--- src/rtl/cnn_seq_pkg.sv ---
// Shared types and constants for the digit-recognition layer sequencer.
package cnn_seq_pkg;

    localparam int DEF_N_STAGES = 5;

    localparam int STG_CONV1 = 0;
    localparam int STG_POOL1 = 1;
    localparam int STG_CONV2 = 2;
    localparam int STG_POOL2 = 3;
    localparam int STG_FC    = 4;

    typedef enum logic [2:0] {
        S_IDLE   = 3'd0,
        S_CLR    = 3'd1,
        S_RUN    = 3'd2,
        S_DRAIN  = 3'd3,
        S_FINISH = 3'd4,
        S_ERROR  = 3'd5
    } seq_state_t;

    // Bits needed to hold 0..terminal, never less than one.
    function automatic int timer_width(input int terminal);
        return (terminal > 0) ? $clog2(terminal + 1) : 1;
    endfunction

endpackage

--- src/rtl/seq_timer.sv ---
// Up-counter that restarts from zero on load and saturates at TERMINAL.
module seq_timer
    import cnn_seq_pkg::*;
#(
    parameter int TERMINAL = 1,
    parameter int WIDTH    = timer_width(TERMINAL)
) (
    input  logic clk,
    input  logic reset,
    input  logic load,
    input  logic en,
    output logic tc
);

    logic [WIDTH-1:0] count;

    assign tc = (count == WIDTH'(TERMINAL));

    always_ff @(posedge clk or posedge reset) begin
        if (reset)
            count <= '0;
        else if (load)
            count <= '0;
        else if (en && !tc)
            count <= count + WIDTH'(1);
    end

endmodule

--- src/rtl/layer_sequencer.sv ---
// Runs the per-layer counters in order: clear, enable until done, drain, next stage.
module layer_sequencer
    import cnn_seq_pkg::*;
#(
    parameter int N_STAGES       = DEF_N_STAGES,
    parameter int DRAIN_CYCLES   = 2,
    parameter int TIMEOUT_CYCLES = 4096
) (
    input  logic                clk,
    input  logic                reset,
    input  logic                start,
    input  logic                abort,
    input  logic [N_STAGES-1:0] stage_done,
    output logic [N_STAGES-1:0] stage_en,
    output logic [N_STAGES-1:0] stage_clr,
    output logic [2:0]          cur_stage,
    output logic                busy,
    output logic                done,
    output logic                error
);

    localparam int IW         = (N_STAGES > 1) ? $clog2(N_STAGES) : 1;
    localparam int DRAIN_LAST = (DRAIN_CYCLES > 0) ? DRAIN_CYCLES - 1 : 0;

    seq_state_t    state, nxt;
    logic [IW-1:0] k, k_nxt;
    logic          first_run, hit, wd_tc, drain_tc, start_ok;

    // The done flag is still settling from the clear in the first RUN cycle.
    assign hit = stage_done[k] && !first_run;

    seq_timer #(.TERMINAL(TIMEOUT_CYCLES - 1)) u_watchdog (
        .clk   (clk),
        .reset (reset),
        .load  (state != S_RUN),
        .en    (state == S_RUN),
        .tc    (wd_tc)
    );

    seq_timer #(.TERMINAL(DRAIN_LAST)) u_drain (
        .clk   (clk),
        .reset (reset),
        .load  (state != S_DRAIN),
        .en    (state == S_DRAIN),
        .tc    (drain_tc)
    );

    always_comb begin
        nxt   = state;
        k_nxt = k;
        unique case (state)
            S_IDLE: if (start && !abort) begin
                nxt   = S_CLR;
                k_nxt = '0;
            end
            S_ERROR: if (start) begin
                nxt   = S_CLR;
                k_nxt = '0;
            end
            S_CLR:   nxt = abort ? S_IDLE : S_RUN;
            S_RUN: begin
                if (abort)      nxt = S_IDLE;
                else if (hit)   nxt = S_DRAIN;
                else if (wd_tc) nxt = S_ERROR;
            end
            S_DRAIN: begin
                if (abort)
                    nxt = S_IDLE;
                else if (drain_tc) begin
                    if (k == IW'(N_STAGES - 1)) begin
                        nxt = S_FINISH;
                    end else begin
                        nxt   = S_CLR;
                        k_nxt = k + IW'(1);
                    end
                end
            end
            S_FINISH: nxt = S_IDLE;
            default:  nxt = S_IDLE;
        endcase
    end

    assign start_ok = (state == S_IDLE || state == S_ERROR) && (nxt == S_CLR);

    // Outputs are decoded from the next state so they line up with it.
    always_ff @(posedge clk or posedge reset) begin
        if (reset) begin
            state     <= S_IDLE;
            k         <= '0;
            first_run <= 1'b0;
            stage_en  <= '0;
            stage_clr <= '0;
            cur_stage <= '0;
            busy      <= 1'b0;
            done      <= 1'b0;
            error     <= 1'b0;
        end else begin
            state     <= nxt;
            k         <= k_nxt;
            first_run <= (state == S_CLR);
            stage_clr <= (nxt == S_CLR) ? (N_STAGES'(1) << k_nxt) : '0;
            stage_en  <= (nxt == S_RUN) ? (N_STAGES'(1) << k_nxt) : '0;
            busy      <= (nxt == S_CLR) || (nxt == S_RUN) || (nxt == S_DRAIN);
            cur_stage <= (nxt == S_CLR || nxt == S_RUN || nxt == S_DRAIN || nxt == S_ERROR)
                         ? 3'(k_nxt) : 3'd0;
            if (start_ok)
                done <= 1'b0;
            else if (state == S_FINISH)
                done <= 1'b1;
            if (start_ok)
                error <= 1'b0;
            else if (state == S_RUN && nxt == S_ERROR)
                error <= 1'b1;
        end
    end

endmodule

--- config.mk ---
export PLATFORM = sky130hd
export DESIGN_NAME = layer_sequencer
export DESIGN_NICKNAME = d
export VERILOG_FILES = /design/src/rtl/cnn_seq_pkg.sv /design/src/rtl/seq_timer.sv /design/src/rtl/layer_sequencer.sv
export SDC_FILE = /design/constraint.sdc
export NUM_CORES = 1
export LEC_CHECK = 0
export ABC_CLOCK_PERIOD_IN_PS = 1600
export BUFFER_PORTS_ARGS = -buffer_cell sky130_fd_sc_hd__buf_4
export CORE_MARGIN = 4
export CORE_UTILIZATION = 50
export DETAILED_ROUTE_END_ITERATION = 16
export PLACE_DENSITY = 0.74
export SLEW_MARGIN = 20
export SYNTH_ARGS = -nofsm -noshare
export SYNTH_HDL_FRONTEND = slang
export SYNTH_SLANG_ARGS = --single-unit
--- constraint.sdc ---
create_clock -name clk -period 1.6 [get_ports clk]
set_input_delay 0.16 -clock clk [delete_from_list [all_inputs] [get_ports clk]]
set_output_delay 0.16 -clock clk [all_outputs]
set_load 0.05 [all_outputs]
# ---- After elaboration in Yosys (flattened, before gate mapping)
# Cells that the tools add are included.
dict set report op_classes {
  n_mux 29
  reduce_logical 19
  eq_ne 13
  add_sub_neg 3
  magnitude_cmp 1
  n_shift 1
}
# cell count
set ops {}
lappend ops {{$mux W3} 14}
lappend ops {{$mux W12} 2}
lappend ops {{$pmux W3 S5} 1}
lappend ops {{$add A12 B1 Y12 const B} 1}
lappend ops {{$eq A12 B12 Y1 const B} 1}
lappend ops {{$eq A3 B2 Y1 const B} 4}
lappend ops {{$eq A3 B3 Y1 const B} 4}
lappend ops {{$mux W5} 2}
lappend ops {{$pmux W3 S3} 1}
lappend ops {{$reduce_bool A2 Y1} 4}
lappend ops {{$mux W1} 7}
lappend ops {{$eq A3 B1 Y1 const B} 2}
lappend ops {{$logic_and A1 B1 Y1} 6}
lappend ops {{$ne A3 B2 Y1 const B} 2}
lappend ops {{$shl A1 B3 Y5 const A} 1}
lappend ops {{$logic_not A1 Y1} 4}
lappend ops {{$logic_or A1 B1 Y1} 4}
lappend ops {{$lt A3 B4 Y1 const B} 1}
lappend ops {{$add A3 B1 Y3 const B} 1}
lappend ops {{$bmux W1 S3} 1}
lappend ops {{$logic_not A3 Y1} 1}
lappend ops {{$mux W2} 1}
lappend ops {{$add A1 B1 Y1 const B} 1}
dict set report totals {
  inputBits 9
  ff_bits 36
}

# ---- Longest topological paths before layout
dict set report logic_depth {
  ltp_word 11
  ltp_mapped 8
  mapped_depth_nobuf 8
}

# ---- Hierarchy
# Synthesis repeated with hierarchy kept, for this count alone.
dict set report hier_totals {
  cells_unflattened 192
  hier_area_um2 1943.1
}
# module area_per_inst_um2 n_inst cells_each
set modules_own_cells {}
lappend modules_own_cells {layer_sequencer 1193.6 1 115}
lappend modules_own_cells {{seq_timer at u_watchdog} 710.7 1 74}
lappend modules_own_cells {{seq_timer at u_drain} 38.8 1 3}

# ---- Worst setup path before layout
# OpenSTA, ideal clock, no wires.
dict set report synth_timing {
  path_type {register to register}
  from {register state[0]}
  to {register stage_clr[3]}
  path_buffers 1
  stages_incl_launch_ff 7
  t_arrival_ns 1.515
  setup_time_ns 0.070
  setup_slack_ns 0.015
  cell_sequence {dfrtp_1 > buf_2 > and3b_1 > a211o_1 > o211a_4 > nand2b_4 > nor2_2}
}
dict set report synth_via {
  elab_chain_len 6
}
# element line_no
set synth_rtl {}
lappend synth_rtl {{start: declaration} layer_sequencer.sv:25} ;# seq_state_t state, nxt;
lappend synth_rtl {{start signal: assignment} layer_sequencer.sv:98} ;# state <= nxt;
lappend synth_rtl {{$mux W3} layer_sequencer.sv:64} ;# else if (wd_tc) nxt = S_ERROR;
lappend synth_rtl {{$mux W3} layer_sequencer.sv:63} ;# else if (hit) nxt = S_DRAIN;
lappend synth_rtl {{$mux W3} layer_sequencer.sv:62} ;# if (abort) nxt = S_IDLE;
lappend synth_rtl {{$pmux W3 S5} layer_sequencer.sv:51} ;# unique case (state)
lappend synth_rtl {{$eq A3 B1 Y1} layer_sequencer.sv:101} ;# stage_clr <= (nxt == S_CLR) ? (N_STAGES'(1) << k_nxt) : '0;
lappend synth_rtl {{$mux W5 *} layer_sequencer.sv:101}
lappend synth_rtl {{end signal: assignment} layer_sequencer.sv:101}
lappend synth_rtl {{end: declaration} layer_sequencer.sv:15} ;# output logic [N_STAGES-1:0] stage_clr,
# Mark *: on every way between the ends. The rest lies on a longest branch, timed or not.
# A chain may end at the register's enable or synchronous reset.

# ---- Worst setup path in the final report
dict set report layout_timing {
  from {register state[0]}
  to {register stage_en[0]}
}
dict set report layout_via {
  elab_chain_len 6
}
# element line_no
set layout_rtl {}
lappend layout_rtl {{$mux W3} layer_sequencer.sv:64}
lappend layout_rtl {{$mux W3} layer_sequencer.sv:63}
lappend layout_rtl {{$mux W3} layer_sequencer.sv:62}
lappend layout_rtl {{$pmux W3 S5} layer_sequencer.sv:51}
lappend layout_rtl {{$eq A3 B2 Y1} layer_sequencer.sv:102} ;# stage_en <= (nxt == S_RUN) ? (N_STAGES'(1) << k_nxt) : '0;
lappend layout_rtl {{$mux W5 *} layer_sequencer.sv:102}
lappend layout_rtl {{end signal: assignment} layer_sequencer.sv:102}
lappend layout_rtl {{end: declaration} layer_sequencer.sv:14} ;# output logic [N_STAGES-1:0] stage_en,
# Marked as above.

==> metrics.yaml <==
outcome:
  status: "finished with violations"
  violations: "negative setup slack"
power_and_ir_drop:
  irDropWorstVdd_mv: 0.9812
  leakagePower_nw: 1.215
  total_power_mw: 2.081
  p_int_mw: 1.467
  power_frac_clock_pct: 31.6
  pwr-share-seq_pct: 46.4
  netSwitchingPower_uw: 614.0
  swShare_pct: 29.51
  p_per_area_nw_per_um2: 799.6
  p_comb_share_pct: 22.0
sta:
  fin_ws_ns: -0.1598
  worst_slew_pin_slew_ns: 0.4430
  setup_viol: 17
  max_freq_mhz: 568.2
  rsz0062_at_grt: "true"
  skew_ns: 0.01413
  fin_crit_ns: 1.760
  min_period_over_period_pct: 110.0
  maxSlewHeadroom_pct: 70.47
  finalHoldViolCount: 0
  maxSlewViolCount: 0
placed_design:
  hpwl_um: 2988
  place_ws_ns: -0.1437
  port_buffers: 24
  gp_congestion: 0.9633
setup_path:
  r2r_slack_ns: -0.16
  path_max_fanout: 7
  criticalPathCategory: "reg2reg"
  crit_arrival_ns: 2.05
  endpoint_kind: "flip-flop"
  start_kind: "flip-flop"
  cp.required_ns: 1.89
die:
  start_util_pct: 52.12
  die_height_um: 67.21
  die-area_um2: 4517
  row_count: 21
  io_pins: 25
  core_region_area_um2: 3363
  die_w_um: 67.21
clock_tree:
  clock_path_buffers: 2
  clock_latency_ns: 0.36
  cts_root_buffer: "clkbuf_4"
  cts_tree: "built"
  cts_made_buffers: 5
  clkTransAtPathRegs_ns: 0.12
  htree_num_levels: 2
  cts_sinks: 36
synthesis:
  synth_edf_count: 0
  ys.flop_type: "dfrtp_1"
  netlist_instances: 174
  synth_area_um2: 1753
  synth_nets: 186
  ys_top_cells_by_area: "dfrtp_1 51%, nor2_1 5.4%, nand3_1 3.1%"
  synth_cell_types: 46
  async_flop_share_pct: 100.0
  ys_ff_latch: 36
  syn_area_per_cell_um2: 10.07
  ys_top_cells_by_count: "36 x dfrtp_1, 25 x nor2_1, 11 x nand2_1, 11 x nand3_1, 7 x a31oi_1"
  ys_seq_area_share_pct: 51.39
  yosys.area.top_type: "dfrtp_1"
  yosysTopAreaCellShare_pct: 51.39
  yosysWarnings: 0
  synth.most_common_cell: "dfrtp_1"
layout:
  fin_nets: 255
  area_delta_synth_final_pct: 48.47
  drive_gt1_share_pct: 50.41
  diodes: 0
route:
  totalWireLength_um: 5271
  ant_nets: 0
  vias: 1653
  drt_iter0_markers: 174
  drc: 0
  drtPass1Iterations: 4
  drt-wirelength-per-cell_um: 18.18
  via_per_inst: 5.700
global_routing:
  grt_antenna_before_repair: 0
  grt_pass1_vias: 1616
  track_usage_pct: 22.82
  grt_max_degree: 37
  grt_remaining_overflow: 0
  grt_pass1_wl_um: 7569
min_path:
  holdCritPathClass: "in2reg"
run:
  max_cap_viol_count: 0
==> sequential cells by signal (all words and copies together), names as in the netlist <==
name	cells
stage_en	5
first_run	1
k	3
stage_clr	5
error	1
done	1
u_watchdog.count	12
state	3
cur_stage	3
busy	1
u_drain.tc	1
==> layer usage <==
metal  track usage (%)  up-vias  part of all wire (%)
met3             5.324       17                   6.1
met4             8.608        0                   2.9
met5                 0        -                     0
li1                  -      759                     -
met1             25.88      800                    39
met2             41.35       77                    52
==> worst paths after layout <==
check,from,endpoint,cells past startpoint
max in group asynchronous,reset,state[2]$_DFF_PP0_,4
max,state[0]$_DFF_PP0_,stage_en[0]$_DFF_PP0_,6
max reg2reg,state[0]$_DFF_PP0_,stage_en[0]$_DFF_PP0_,6
min in group asynchronous,reset,stage_en[1]$_DFF_PP0_,4
min,abort,state[1]$_DFF_PP0_,2
min reg2reg,error$_DFFE_PP0P_,error$_DFFE_PP0P_,1
==> cell usage in the layout, fill, tap and decap left out, drive strengths merged, types with 2 or more instances in the layout <==
cell    Yosys  routed
a21o        2       2
nor2b       2       2
nor3        5       5
o21ai       6       6
nor2       26      26
a211oi      2       2
nor3b       2       2
nand2      11      11
nand4       4       4
o21a        2       2
a31oi       7       7
mux2i       3       3
a21oi       4       4
buf         4      66
xnor2       4       4
ha          3       3
or2         2       2
xor2        2       2
and3        3       3
dfrtp      36      36
clkbuf      1       5
o211a       2       2
inv         6       7
nor4        2       2
nand3b      2       2
nand2b      4       4
and4        3       3
nand3      11      11
==> final cells by class <==
cell class | instances | area [µm²]
Multi-Input combinational cell | 126 | 1002
Sequential cell | 36 | 907.1
Fill cell | 236 | 760.7
Timing Repair Buffer | 67 | 521.8
Tap cell | 46 | 57.56
Clock inverter | 3 | 42.54
Clock buffer | 5 | 37.54
Inverter | 7 | 33.78
==> cells by family after synthesis <==
kind of cell    Yosys count  share of synthesized area, %
fa+ha+maj                 3                         2.142
buf+inv                  12                         3.069
xor+xnor                  6                         2.998
flops                    36                         51.39
simple gates             80                         23.91
compound gates           34                         14.78
mux                       3                         1.713
==> worst max-delay path, cell delays in order, from the launching register on <==
cell,delay [ns]
dfrtp_2,0.47
and3b_2,0.28
buf_4,0.18
a31oi_1,0.19
a21o_1,0.20
nand4_1,0.21
nor2_1,0.17
==> through the flow <==
step | setup TNS [ns] | util [%] | hold slack [ns] | area, µm² | instances
6_report | -1.438 | 77.38 | 0.07603 | 2603 | 290
5_1_grt | -2.335 | 77.38 | 0.06158 | 2603 | 290
4_1_cts | -0.3842 | 72.36 | 0.03997 | 2434 | 286
3_5_place_dp | -1.128 | 65.44 | 0.2975 | 2201 | 270
3_3_place_gp | -0.5085 | 65.44 | 0.2814 | 2201 | 270
2_1_floorplan | 0 | - | 0.2257 | 1753 | 174
==> repair_timing <==
| item | 4_1_cts | 5_1_grt |
|---|---|---|
| pin swaps | 11 | 14 |
| endpoints found under the hold margin | 36 | 0 |
| setup endpoints to repair | 20 | 25 |
| hold buffers | 1 | 0 |
| gates resized for setup | 23 | 30 |
| setup buffers | 7 | 5 |
| gates cloned | 0 | 0 |
==> power by group through the flow <==
stage / sequential (mW) / combinational [mW] / clock, mW
2_1_floorplan: 1.02 / 0.155 / 0
3_3_place_gp: 0.980 / 0.330 / 0
3_5_place_dp: 0.983 / 0.337 / 0
4_1_cts: 0.966 / 0.383 / 0.662
5_1_grt: 0.970 / 0.484 / 0.714
6_report: 0.966 / 0.458 / 0.657
Note: power is estimated with default switching activity, not from simulation.
